## config.mk

```make
export PLATFORM = sky130hd
export DESIGN_NAME = instruction_fetch_unit
export DESIGN_NICKNAME = d
export VERILOG_FILES = /design/src/rtl/instruction_fetch_unit.sv
export SDC_FILE = /design/constraint.sdc
export NUM_CORES = 1
export LEC_CHECK = 0
export ABC_AREA = 1
export BUFFER_PORTS_ARGS = -buffer_cell sky130_fd_sc_hd__buf_2
export CORE_ASPECT_RATIO = 1.2
export CORE_MARGIN = 3
export CORE_UTILIZATION = 30
export CTS_BUF_LIST = sky130_fd_sc_hd__clkbuf_4
export DETAILED_ROUTE_END_ITERATION = 7
export GPL_TIMING_DRIVEN = 0
export SYNTH_ARGS = -nofsm -noshare
export SYNTH_HDL_FRONTEND = slang
export SYNTH_SLANG_ARGS = --single-unit
```

## constraint.sdc

```tcl
create_clock -name clk -period 2.7 [get_ports clk]
set_input_delay 0.135 -clock clk [delete_from_list [all_inputs] [get_ports clk]]
set_output_delay 0.135 -clock clk [all_outputs]
set_load 0.01 [all_outputs]
```

## src/rtl/instruction_fetch_unit.sv

```systemverilog
// Fetch front end: owns the PC, issues word reads to a synchronous program memory,
// and buffers returned instructions in a small FIFO feeding the decoder handshake.
module instruction_fetch_unit #(
    parameter int ADDR_WIDTH = 7,
    parameter int MEM_SIZE   = 128,
    parameter int FIFO_DEPTH = 4
) (
    input  logic                  clk,
    input  logic                  reset,
    output logic                  imem_req,
    output logic [ADDR_WIDTH-1:0] imem_addr,
    input  logic [31:0]           imem_rdata,
    input  logic                  redirect,
    input  logic [ADDR_WIDTH-1:0] redirect_pc,
    output logic                  if_valid,
    input  logic                  if_ready,
    output logic [31:0]           if_instr,
    output logic [ADDR_WIDTH-1:0] if_pc
);

    localparam int PTR_W = (FIFO_DEPTH > 1) ? $clog2(FIFO_DEPTH) : 1;
    localparam int CNT_W = PTR_W + 1;
    localparam logic [CNT_W:0] DEPTH_L = (CNT_W + 1)'(FIFO_DEPTH);
    localparam logic [ADDR_WIDTH:0] WRAP_L = (ADDR_WIDTH + 1)'(MEM_SIZE);

    logic [ADDR_WIDTH-1:0] pc_q, pc_d;
    logic                  inflight_q, inflight_d;
    logic [ADDR_WIDTH-1:0] inflight_pc_q, inflight_pc_d;
    logic                  kill_q, kill_d;
    logic [PTR_W-1:0]      rd_ptr_q, rd_ptr_d;
    logic [PTR_W-1:0]      wr_ptr_q, wr_ptr_d;
    logic [CNT_W-1:0]      count_q, count_d;
    logic [31:0]           hold_instr_q;
    logic [ADDR_WIDTH-1:0] hold_pc_q;

    logic [31:0]           instr_buf_q [FIFO_DEPTH];
    logic [ADDR_WIDTH-1:0] pc_buf_q    [FIFO_DEPTH];

    logic                  pop;
    logic                  push;
    logic                  not_empty;
    logic [CNT_W:0]        demand;

    function automatic logic [ADDR_WIDTH-1:0] next_pc(input logic [ADDR_WIDTH-1:0] pc);
        logic [ADDR_WIDTH:0] inc;
        inc = {1'b0, pc} + {{ADDR_WIDTH{1'b0}}, 1'b1};
        if (inc == WRAP_L) begin
            return '0;
        end
        return inc[ADDR_WIDTH-1:0];
    endfunction

    assign not_empty = (count_q != '0);
    assign if_valid  = not_empty;
    assign pop       = if_valid & if_ready;
    assign push      = inflight_q & ~kill_q;

    // Slots already committed: buffered entries plus the response still in flight,
    // less the one leaving this cycle. Never request more than the FIFO can hold.
    assign demand    = {1'b0, count_q} + {{CNT_W{1'b0}}, inflight_q} - {{CNT_W{1'b0}}, pop};

    // Gated by reset so no request escapes while reset is held low.
    assign imem_req  = reset & ~redirect & (demand < DEPTH_L);
    assign imem_addr = pc_q;

    // When empty, present whatever was shown last cycle so the outputs never go X.
    assign if_instr  = not_empty ? instr_buf_q[rd_ptr_q] : hold_instr_q;
    assign if_pc     = not_empty ? pc_buf_q[rd_ptr_q]    : hold_pc_q;

    always_comb begin
        pc_d          = pc_q;
        inflight_d    = imem_req;
        inflight_pc_d = pc_q;
        kill_d        = 1'b0;
        rd_ptr_d      = rd_ptr_q;
        wr_ptr_d      = wr_ptr_q;
        count_d       = count_q;

        if (redirect) begin
            pc_d     = redirect_pc;
            kill_d   = inflight_q;
            rd_ptr_d = '0;
            wr_ptr_d = '0;
            count_d  = '0;
        end else begin
            if (imem_req) begin
                pc_d = next_pc(pc_q);
            end
            if (push) begin
                wr_ptr_d = wr_ptr_q + 1'b1;
            end
            if (pop) begin
                rd_ptr_d = rd_ptr_q + 1'b1;
            end
            count_d = count_q + {{(CNT_W-1){1'b0}}, push} - {{(CNT_W-1){1'b0}}, pop};
        end
    end

    always_ff @(posedge clk or negedge reset) begin
        if (!reset) begin
            pc_q          <= '0;
            inflight_q    <= 1'b0;
            inflight_pc_q <= '0;
            kill_q        <= 1'b0;
            rd_ptr_q      <= '0;
            wr_ptr_q      <= '0;
            count_q       <= '0;
            hold_instr_q  <= '0;
            hold_pc_q     <= '0;
        end else begin
            pc_q          <= pc_d;
            inflight_q    <= inflight_d;
            inflight_pc_q <= inflight_pc_d;
            kill_q        <= kill_d;
            rd_ptr_q      <= rd_ptr_d;
            wr_ptr_q      <= wr_ptr_d;
            count_q       <= count_d;
            hold_instr_q  <= if_instr;
            hold_pc_q     <= if_pc;
        end
    end

    // Buffer storage is only read while occupied, so it needs no reset.
    always_ff @(posedge clk) begin
        if (push && !redirect) begin
            instr_buf_q[wr_ptr_q] <= imem_rdata;
            pc_buf_q[wr_ptr_q]    <= inflight_pc_q;
        end
    end

endmodule

```

# [Word level (Yosys, flattened, before mapping)]
# Memories as Yosys holds them, arrays and structs flattened.
# Cells that the tools add are included.
[op_classes] n_addsub=7 n_lt_le_gt_ge=1 n_eq_ne=1 n_mux=17 bitwise=6 reduce_logical=6
[ops] op="$mux 7" count=5
[ops] op="$mux 32" count=1
[ops] op="$add 7x1->8 const B" count=1
[ops] op="$eq 8x8->1 const B" count=1
[ops] op="$mux 2" count=4
[ops] op="$mux 1" count=6
[ops] op="$reduce_bool 2->1" count=3
[ops] op="$add 2x1->2 const B" count=2
[ops] op="$add 3x1->4" count=1
[ops] op="$and 1x1->1" count=4
[ops] op="$lt 4x3->1 const B" count=1
[ops] op="$sub 4x1->4" count=1
[ops] op="$add 3x1->3" count=1
[ops] op="$mux 3" count=1
[ops] op="$reduce_bool 3->1" count=1
[ops] op="$sub 3x1->3" count=1
[ops] op="$not 1->1" count=2
[ops] op="$logic_and 1x1->1" count=1
[ops] op="$logic_not 1->1" count=1
[word_totals] reg_bits=62 mem_bits_rw=156 input_bits=43 output_inout_bits=48 wordCells=49 mem_count=2
[memory_table] name="instr_buf_q" words=4 word_bits=32 rd=1 rd_clocked_by_memory_dff=0 write_ports=1 line="36" text="logic [31:0] instr_buf_q [FIFO_DEPTH];"
[memory_table] name="pc_buf_q" words=4 word_bits=7 rd=1 rd_clocked_by_memory_dff=0 write_ports=1 line="37" text="logic [ADDR_WIDTH-1:0] pc_buf_q [FIFO_DEPTH];"

# [Logic depth before layout (Yosys ltp)]
# Gate-level depths: netlist of the first run.
[logic_depth] depth_word=10 depth_mapped=14 ltp_nobuf=14

# [Worst setup path before layout of the first run]
# OpenSTA, ideal clock, no wires.
[synth_path] kind="flip-flop to flip-flop" from="register inflight_q" to="memory instr_buf_q[0][0], enable pin" setup_ps=435 arrival_ps=2464 slack_ps=-199 path_stages_with_launch=5 path_buffers=0 period_less_slack_ps=2899 cell_sequence="dfrtp_1 > inv_1 > nor2_1 > nand2_1 > nor2_1"
[synth_via] elab_chain_cells=4
[synth_lines] element="from (decl)" line="27" text="logic inflight_q, inflight_d;"
[synth_lines] element="from (signal assigned)" line="112" text="inflight_q <= inflight_d;"
[synth_lines] element="$and 1x1->1" line="56" text="assign push = inflight_q & ~kill_q;"
[synth_lines] element="$logic_and 1x1->1" line="125" text="if (push && !redirect) begin"
[synth_lines] element="$mux 1" line="125"
[synth_lines] element="$mux 1 (not written as such)" line="126" text="instr_buf_q[wr_ptr_q] <= imem_rdata;"
[synth_lines] element="to (decl)" line="36"
# Every way passes these cells.

# [Final worst setup path of the first run]
[layout_path] from="register count_q[1]" to="output port if_pc[6]"
[layout_via] elab_chain_cells=2
[layout_lines] element="from (decl)" line="32" text="logic [CNT_W-1:0] count_q, count_d;"
[layout_lines] element="from (signal assigned)" line="117" text="count_q <= count_d;"
[layout_lines] element="$reduce_bool 3->1" line="53" text="assign not_empty = (count_q != '0);"
[layout_lines] element="$mux 7" line="68" text="assign if_pc = not_empty ? pc_buf_q[rd_ptr_q] : hold_pc_q;"
[layout_lines] element="to (decl)" line="18" text="output logic [ADDR_WIDTH-1:0] if_pc"
# Every way passes these cells.

==> impl_metrics.py, run 1 <==
metrics = {
    "outcome": {
        "outcome": "finished, final reports clean",
    },
    "logic_synthesis": {
        "synth_area_leaders": "edfxtp_1, dfrtp_1, nor2_1, o21ai_0, a31oi_1",
        "postSynthAreaPerCell_um2": 12.06,
        "synth_top_cell_by_area": "edfxtp_1",
        "syn_inst": 699,
        "synth_seq_area_share": 0.7397,
        "ys_ff_latch": 218,
        "synth_nets": 751,
        "synth_area_um2": 8431,
        "synth_top_area_share": 0.5557,
        "yosys.cell_types.count": 25,
        "ys.warnings.count": 0,
    },
    "global_routing": {
        "grt_max_degree": 60,
        "gr-usage-all-layers": 0.1371,
        "grt_pass1_vias": 6022,
        "grt_pass1_wl_um": 32420,
        "antenna_found_initial": 2,
        "grt_overflow": 0,
    },
    "final_layout": {
        "finalNetCount": 963,
        "drive_above_1_share": 0.2455,
        "design_area_um2": 10850,
        "nFillCells": 2697,
        "syn2layout_area_growth_pct": 28.75,
        "regArea_um2": 6240,
        "fin_util": 0.3959,
        "multi_input_area_um2": 2014,
    },
    "timing": {
        "setup_viol": 0,
        "relSlewSlack": 0.4915,
        "setup_tns_ps": 0,
        "clock_skew_ps": 28.30,
        "hold_violations": 0,
        "finalHoldWorstSlack_ps": 63.35,
        "finalCritPeriodShare": 0.9380,
        "period_minus_slack_ps": 2533,
        "clock.fmax_mhz": 394.8,
        "slew_viol_final": 0,
        "tightestPinTransition_ps": 760.9,
    },
    "placed_design": {
        "hpwl_um": 12440,
        "post_dp_cell_area_um2": 9489,
        "io_buffers": 90,
        "gp_congestion": 0.7616,
    },
    "clocking": {
        "numClockSinks": 218,
        "root_buffer": "clkbuf_4",
        "clk_latency_ps": 630,
        "cts_tree": "done",
        "clk_pin_slew_ps": 70,
        "numCtsBuffers": 51,
        "h-tree-depth": 2,
        "clockBufferDepth": 3,
    },
    "routing": {
        "drt-total-wl_um": 20550,
        "dr.pass1.iters": 5,
        "drc": 0,
        "wl_per_cell_um": 15.47,
        "vias": 5933,
        "drtAntennaViolNets": 0,
        "vias_per_cell": 4.464,
        "drtIter0Drc": 270,
    },
    "setup_path": {
        "critPathArrivalTime_ps": 2400,
        "worstSetupPathType": "flip-flop to output port",
        "startpoint_type": "flip-flop",
        "worstPathMaxFanout": 10,
        "endpoint_kind": "output port",
        "cp_data_required_time_ps": 2570,
    },
    "pwr": {
        "finalPower_w": 0.01048,
        "peakVddDrop_uv": 300.4,
        "leakagePower_nw": 4.231,
        "power_density_nw_per_um2": 965.3,
    },
    "floorplanning": {
        "die_w_um": 159.0,
        "die-area_um2": 30160,
        "die_h_um": 189.6,
        "fp.coreArea_um2": 27420,
        "io_pins": 91,
        "start_util": 0.3075,
        "rows": 66,
    },
    "job": {
        "drv_cap": 0,
    },
    "worst_hold_path": {
        "hold_path.class": "primary input to async pin",
    },
}
what timing repair did:
| item | in CTS | in global routing |
|---|---|---|
| endpoints found under the setup margin | 10 | 30 |
| resized for setup | 2 | 24 |
| hold buffers | 59 | 0 |
| setup buffers | 0 | 5 |
| hold endpoints to repair | 200 | 0 |
path summary, 6_finish.rpt:
path / startpoint / end / slack [ps] / depth (start not counted)
max reg2reg: imem_addr[0]$_DFFE_PN0P_ / imem_addr[6]$_DFFE_PN0P_ / 200 / 10
max in group asynchronous: reset / imem_addr[1]$_DFFE_PN0P_ / 2050 / 3
min: reset / imem_addr[2]$_DFFE_PN0P_ / 60 / 3
max: count_q[1]$_DFF_PN0_ / if_pc[6] / 170 / 7
min in group clk: imem_rdata[30] / instr_buf_q[1][30]$_DFFE_PP_ / 260 / 2
min reg2reg: inflight_pc_q[1]$_DFF_PN0_ / pc_buf_q[3][1]$_DFFE_PP_ / 480 / 0
layout by cell type, fill, tap and decap left out, types with 5 or more instances in the layout:
master         synthesis  layout
clkinv_2               0       5
dlygate4sd3_1          0      59
ha_1                   8       7
clkbuf_1              19      14
clkbuf_4               0      83
inv_1                 24      24
nor2_1               208     203
clkinv_1               0      10
a21oi_1                5       5
o21ai_0               81      81
a31oi_2                0       7
nand3_1               15      15
edfxtp_1             156     156
dfrtp_1               62      59
buf_2                 15     100
nand2_1               45      45
buf_4                  1       8
a31oi_1               40      33
clkbuf_2               0       5
stage by stage:
step | cells | setup slack, ps
6_report | 1329 | 167.3
5_1_grt | 1329 | -26.94
4_1_cts | 1322 | 0.5151
3_5_place_dp | 1168 | 357.6
3_3_place_gp | 1163 | -1870
2_1_floorplan | 699 | -199.3
power by group:
group          switching, W  internal (W)
clock               0.00123       0.00135
sequential         0.000214       0.00414
combinational       0.00229       0.00125
worst max-delay path, stage by stage (launching register included):
cell      delay (ps)
dfrtp_2          430
inv_1             90
nand2_2           70
nor2_2           160
inv_2            100
clkbuf_1         310
a31oi_1          420
buf_2            210
routing by layer:
| metal | GRT usage | vias to the layer above | wire length [µm] |
|---|---|---|---|
| met5 | 0 | - | 0 |
| met4 | 0.05726 | 0 | 477 |
| met3 | 0.03158 | 38 | 1073 |
| met2 | 0.2457 | 148 | 10810 |
| met1 | 0.1581 | 2857 | 8195 |
| li1 | - | 2890 | - |
synth_stat cells:
master,number
inv_2,4
nand2_2,2
nand3_1,15
nand4_1,1
nor3_1,1
nand2_4,2
nand3_2,2
inv_1,24
fa_1,1
xor2_1,1
o21ai_1,3
a21oi_1,5
a31oi_1,40
dfrtp_1,62
or2_2,1
nor2_1,208
clkbuf_1,19
edfxtp_1,156
buf_4,1
nor2_2,1
nand2_1,45
buf_2,15
o31ai_1,1
ha_1,8
o21ai_0,81
flip-flops by register name, indices dropped and copies added, names as in the netlist, 2 cells and up:
| signal | count |
|---|---|
| pc_buf_q | 28 |
| imem_addr | 7 |
| hold_pc_q | 7 |
| wr_ptr_q | 2 |
| count_q | 3 |
| rd_ptr_q | 2 |
| instr_buf_q | 128 |
| inflight_pc_q | 7 |
| hold_instr_q | 32 |
logic make-up (layout without fill, tap and decap cells):
family                   after synthesis  count (layout)  synth area share
XOR/XNOR                               1               1          0.001039
buffers and inverters                 63             317           0.03072
other                                  0               2                 0
flip-flops                           218             218            0.7397
AND/OR/NAND/NOR                      278             278            0.1309
AO/OA/AOI/OAI                        130             130           0.08341
adder cells (fa/ha/maj)                9               9           0.01425
final cells by class:
class	instances	area share
diodes	2	0.0004611
plain buffers	35	0.01568
multi-input cells	418	0.1856
repair buffers	159	0.1095
inverters	28	0.009683
well taps	374	0.04311
clock buffers	80	0.05533
flip-flops and latches	218	0.5749
clock inverters	15	0.005764
No activity file was read; power rests on OpenSTA's default activity.
==> inputs of run 2 (changes only) <==
--- a/config.mk
+++ b/config.mk
@@ -9,10 +9,11 @@
 export BUFFER_PORTS_ARGS = -buffer_cell sky130_fd_sc_hd__buf_2
 export CORE_ASPECT_RATIO = 1.2
 export CORE_MARGIN = 3
-export CORE_UTILIZATION = 30
+export CORE_UTILIZATION = 40
 export CTS_BUF_LIST = sky130_fd_sc_hd__clkbuf_4
 export DETAILED_ROUTE_END_ITERATION = 7
 export GPL_TIMING_DRIVEN = 0
+export SLEW_MARGIN = 20
 export SYNTH_ARGS = -nofsm -noshare
 export SYNTH_HDL_FRONTEND = slang
 export SYNTH_SLANG_ARGS = --single-unit
==> impl_metrics.py, run 2 (synthesis results as in run 1) <==
metrics = {
    "timing": {
        "slew_viol_final": 0,
        "finalHoldWorstSlack_ps": 37.98,
        "setup_tns_ps": 0,
        "clock_skew_ps": 22.88,
        "hold_violations": 0,
        "period_minus_slack_ps": 2545,
        "relSlewSlack": 0.4611,
        "rsz0062_at_grt": "no",
        "worst_slack_ps": 155.2,
        "clock.fmax_mhz": 393.0,
        "tightestPinTransition_ps": 806.4,
        "finalCritPeriodShare": 0.9425,
        "setup_viol": 0,
    },
    "final_layout": {
        "syn2layout_area_growth_pct": 27.43,
        "regMostFlops": "instr_buf_q",
        "finalNetCount": 963,
        "fin_cells": 1220,
        "layout_common_cells": "nor2_1, edfxtp_1, buf_2",
        "fin_util": 0.5248,
        "layout_commonest_cell": "nor2_1",
        "nFillCells": 1803,
        "drive_above_1_share": 0.2390,
        "largest_register_ffs": 128,
        "reg_top3": "instr_buf_q: 128 flops, hold_instr_q: 32 flops, pc_buf_q: 28 flops",
    },
    "routing": {
        "wl_per_cell_um": 15.98,
        "drtAntennaViolNets": 0,
        "drc": 0,
        "drtIter0Drc": 307,
        "dr.pass1.iters": 7,
        "vias": 5933,
        "vias_per_cell": 4.863,
        "drt-total-wl_um": 19500,
    },
    "pwr": {
        "power_density_nw_per_um2": 964.5,
        "leakagePower_nw": 4.249,
        "peakVddDrop_uv": 431.6,
    },
    "floorplanning": {
        "die_h_um": 165.0,
        "rows": 57,
        "die-area_um2": 22860,
        "die_w_um": 138.5,
        "io_pins": 91,
        "fp.coreArea_um2": 20470,
        "start_util": 0.4119,
    },
    "global_routing": {
        "grt_max_degree": 36,
        "grt_overflow": 0,
        "gr-usage-all-layers": 0.1721,
        "grt_pass1_wl_um": 30960,
        "antenna_found_initial": 1,
        "grt_pass1_vias": 5836,
    },
    "clocking": {
        "numClockSinks": 218,
        "clk_latency_ps": 620,
        "clk_pin_slew_ps": 70,
        "h-tree-depth": 2,
        "postCtsSetupRepairBufs": 0,
        "root_buffer": "clkbuf_4",
        "cts_tree": "done",
        "numCtsBuffers": 55,
        "clockBufferDepth": 3,
    },
    "placed_design": {
        "io_buffers": 90,
        "dp.cells": 1061,
        "gp_congestion": 0.7708,
        "pre_cts_slack_ps": 286.9,
        "hpwl_um": 11710,
    },
    "setup_path": {
        "startpoint_type": "flip-flop",
        "critPathArrivalTime_ps": 3060,
        "cp_data_required_time_ps": 3220,
        "endpoint_kind": "flip-flop",
        "worstSetupPathType": "flip-flop to flip-flop",
        "r2r_setup_slack_ps": 160,
        "worstPathMaxFanout": 6,
    },
    "outcome": {
        "outcome": "finished, final reports clean",
    },
    "worst_hold_path": {
        "hold_path.class": "primary input to async pin",
    },
    "job": {
        "drv_cap": 0,
    },
}
run 2: cell types whose count changed in the layout (fill, tap and decap cells not counted), moves of 2 or more:
cell and change:
buf_16 +5, buf_2 +2, clkinv_1 +3, buf_12 -3, a31oi_2 -3, buf_4 -5, a31oi_1 +3
run 2: final timing paths:
kind / end / depth (start not counted) / startpoint
worst max-delay path: imem_addr[6]$_DFFE_PN0P_ / 10 / imem_addr[0]$_DFFE_PN0P_
worst min-delay path: imem_addr[1]$_DFFE_PN0P_ / 2 / reset
worst max register to register: imem_addr[6]$_DFFE_PN0P_ / 10 / imem_addr[0]$_DFFE_PN0P_
worst min register to register: inflight_pc_q[0]$_DFF_PN0_ / 0 / imem_addr[0]$_DFFE_PN0P_
max in group asynchronous: count_q[1]$_DFF_PN0_ / 3 / reset
min in group clk: instr_buf_q[0][29]$_DFFE_PP_ / 2 / imem_rdata[29]
run 2: worst max-delay path, cell delays in order (launching register included):
cell           delay [ps]
dfrtp_2               450
ha_1                  240
nand4_1               120
nor2_1                 70
or2_2                 270
nand3_1                70
nand2_1                40
dlygate4sd3_1         540
nand2_1                70
dlygate4sd3_1         540
nand2_1                40
run 2: metal layers:
layer,GRT usage,vias to the layer above,wire length [µm],part of all wire
met5,0,-,0,0
met4,0.05975,0,311,0.016
met3,0.04402,34,959,0.049
met2,0.2964,143,9907,0.51
met1,0.2125,2855,8322,0.43
li1,-,2901,-,-
run 2: cell type report:
class / count / area, µm² / area share
flip-flops and latches: 218 / 6238 / 0.5807
multi-input cells: 418 / 1993 / 0.1855
repair buffers: 155 / 1219 / 0.1134
clock buffers: 82 / 615.6 / 0.05730
well taps: 265 / 331.6 / 0.03086
plain buffers: 35 / 165.2 / 0.01537
inverters: 28 / 105.1 / 0.009783
clock inverters: 18 / 72.57 / 0.006755
diodes: 1 / 2.502 / 0.0002329
run 2: timing repair:
action | 4_1_cts | 5_1_grt
hold endpoints to repair | 199 | 0
endpoints found under the setup margin | 2 | 39
hold buffers | 58 | 0
resized for setup | 2 | 18
run 2: power breakdown:
group	switching, W	internal (W)
registers	0.000214	0.00414
logic	0.00219	0.00120
clock network	0.00123	0.00139
run 2: stage by stage:
step	instance area, µm²	total power (W)
2_1_floorplan	8431	0.006300
3_3_place_gp	9213	0.007596
3_5_place_dp	9430	0.007674
4_1_cts	10710	0.01047
5_1_grt	10740	0.01110
6_report	10740	0.01036
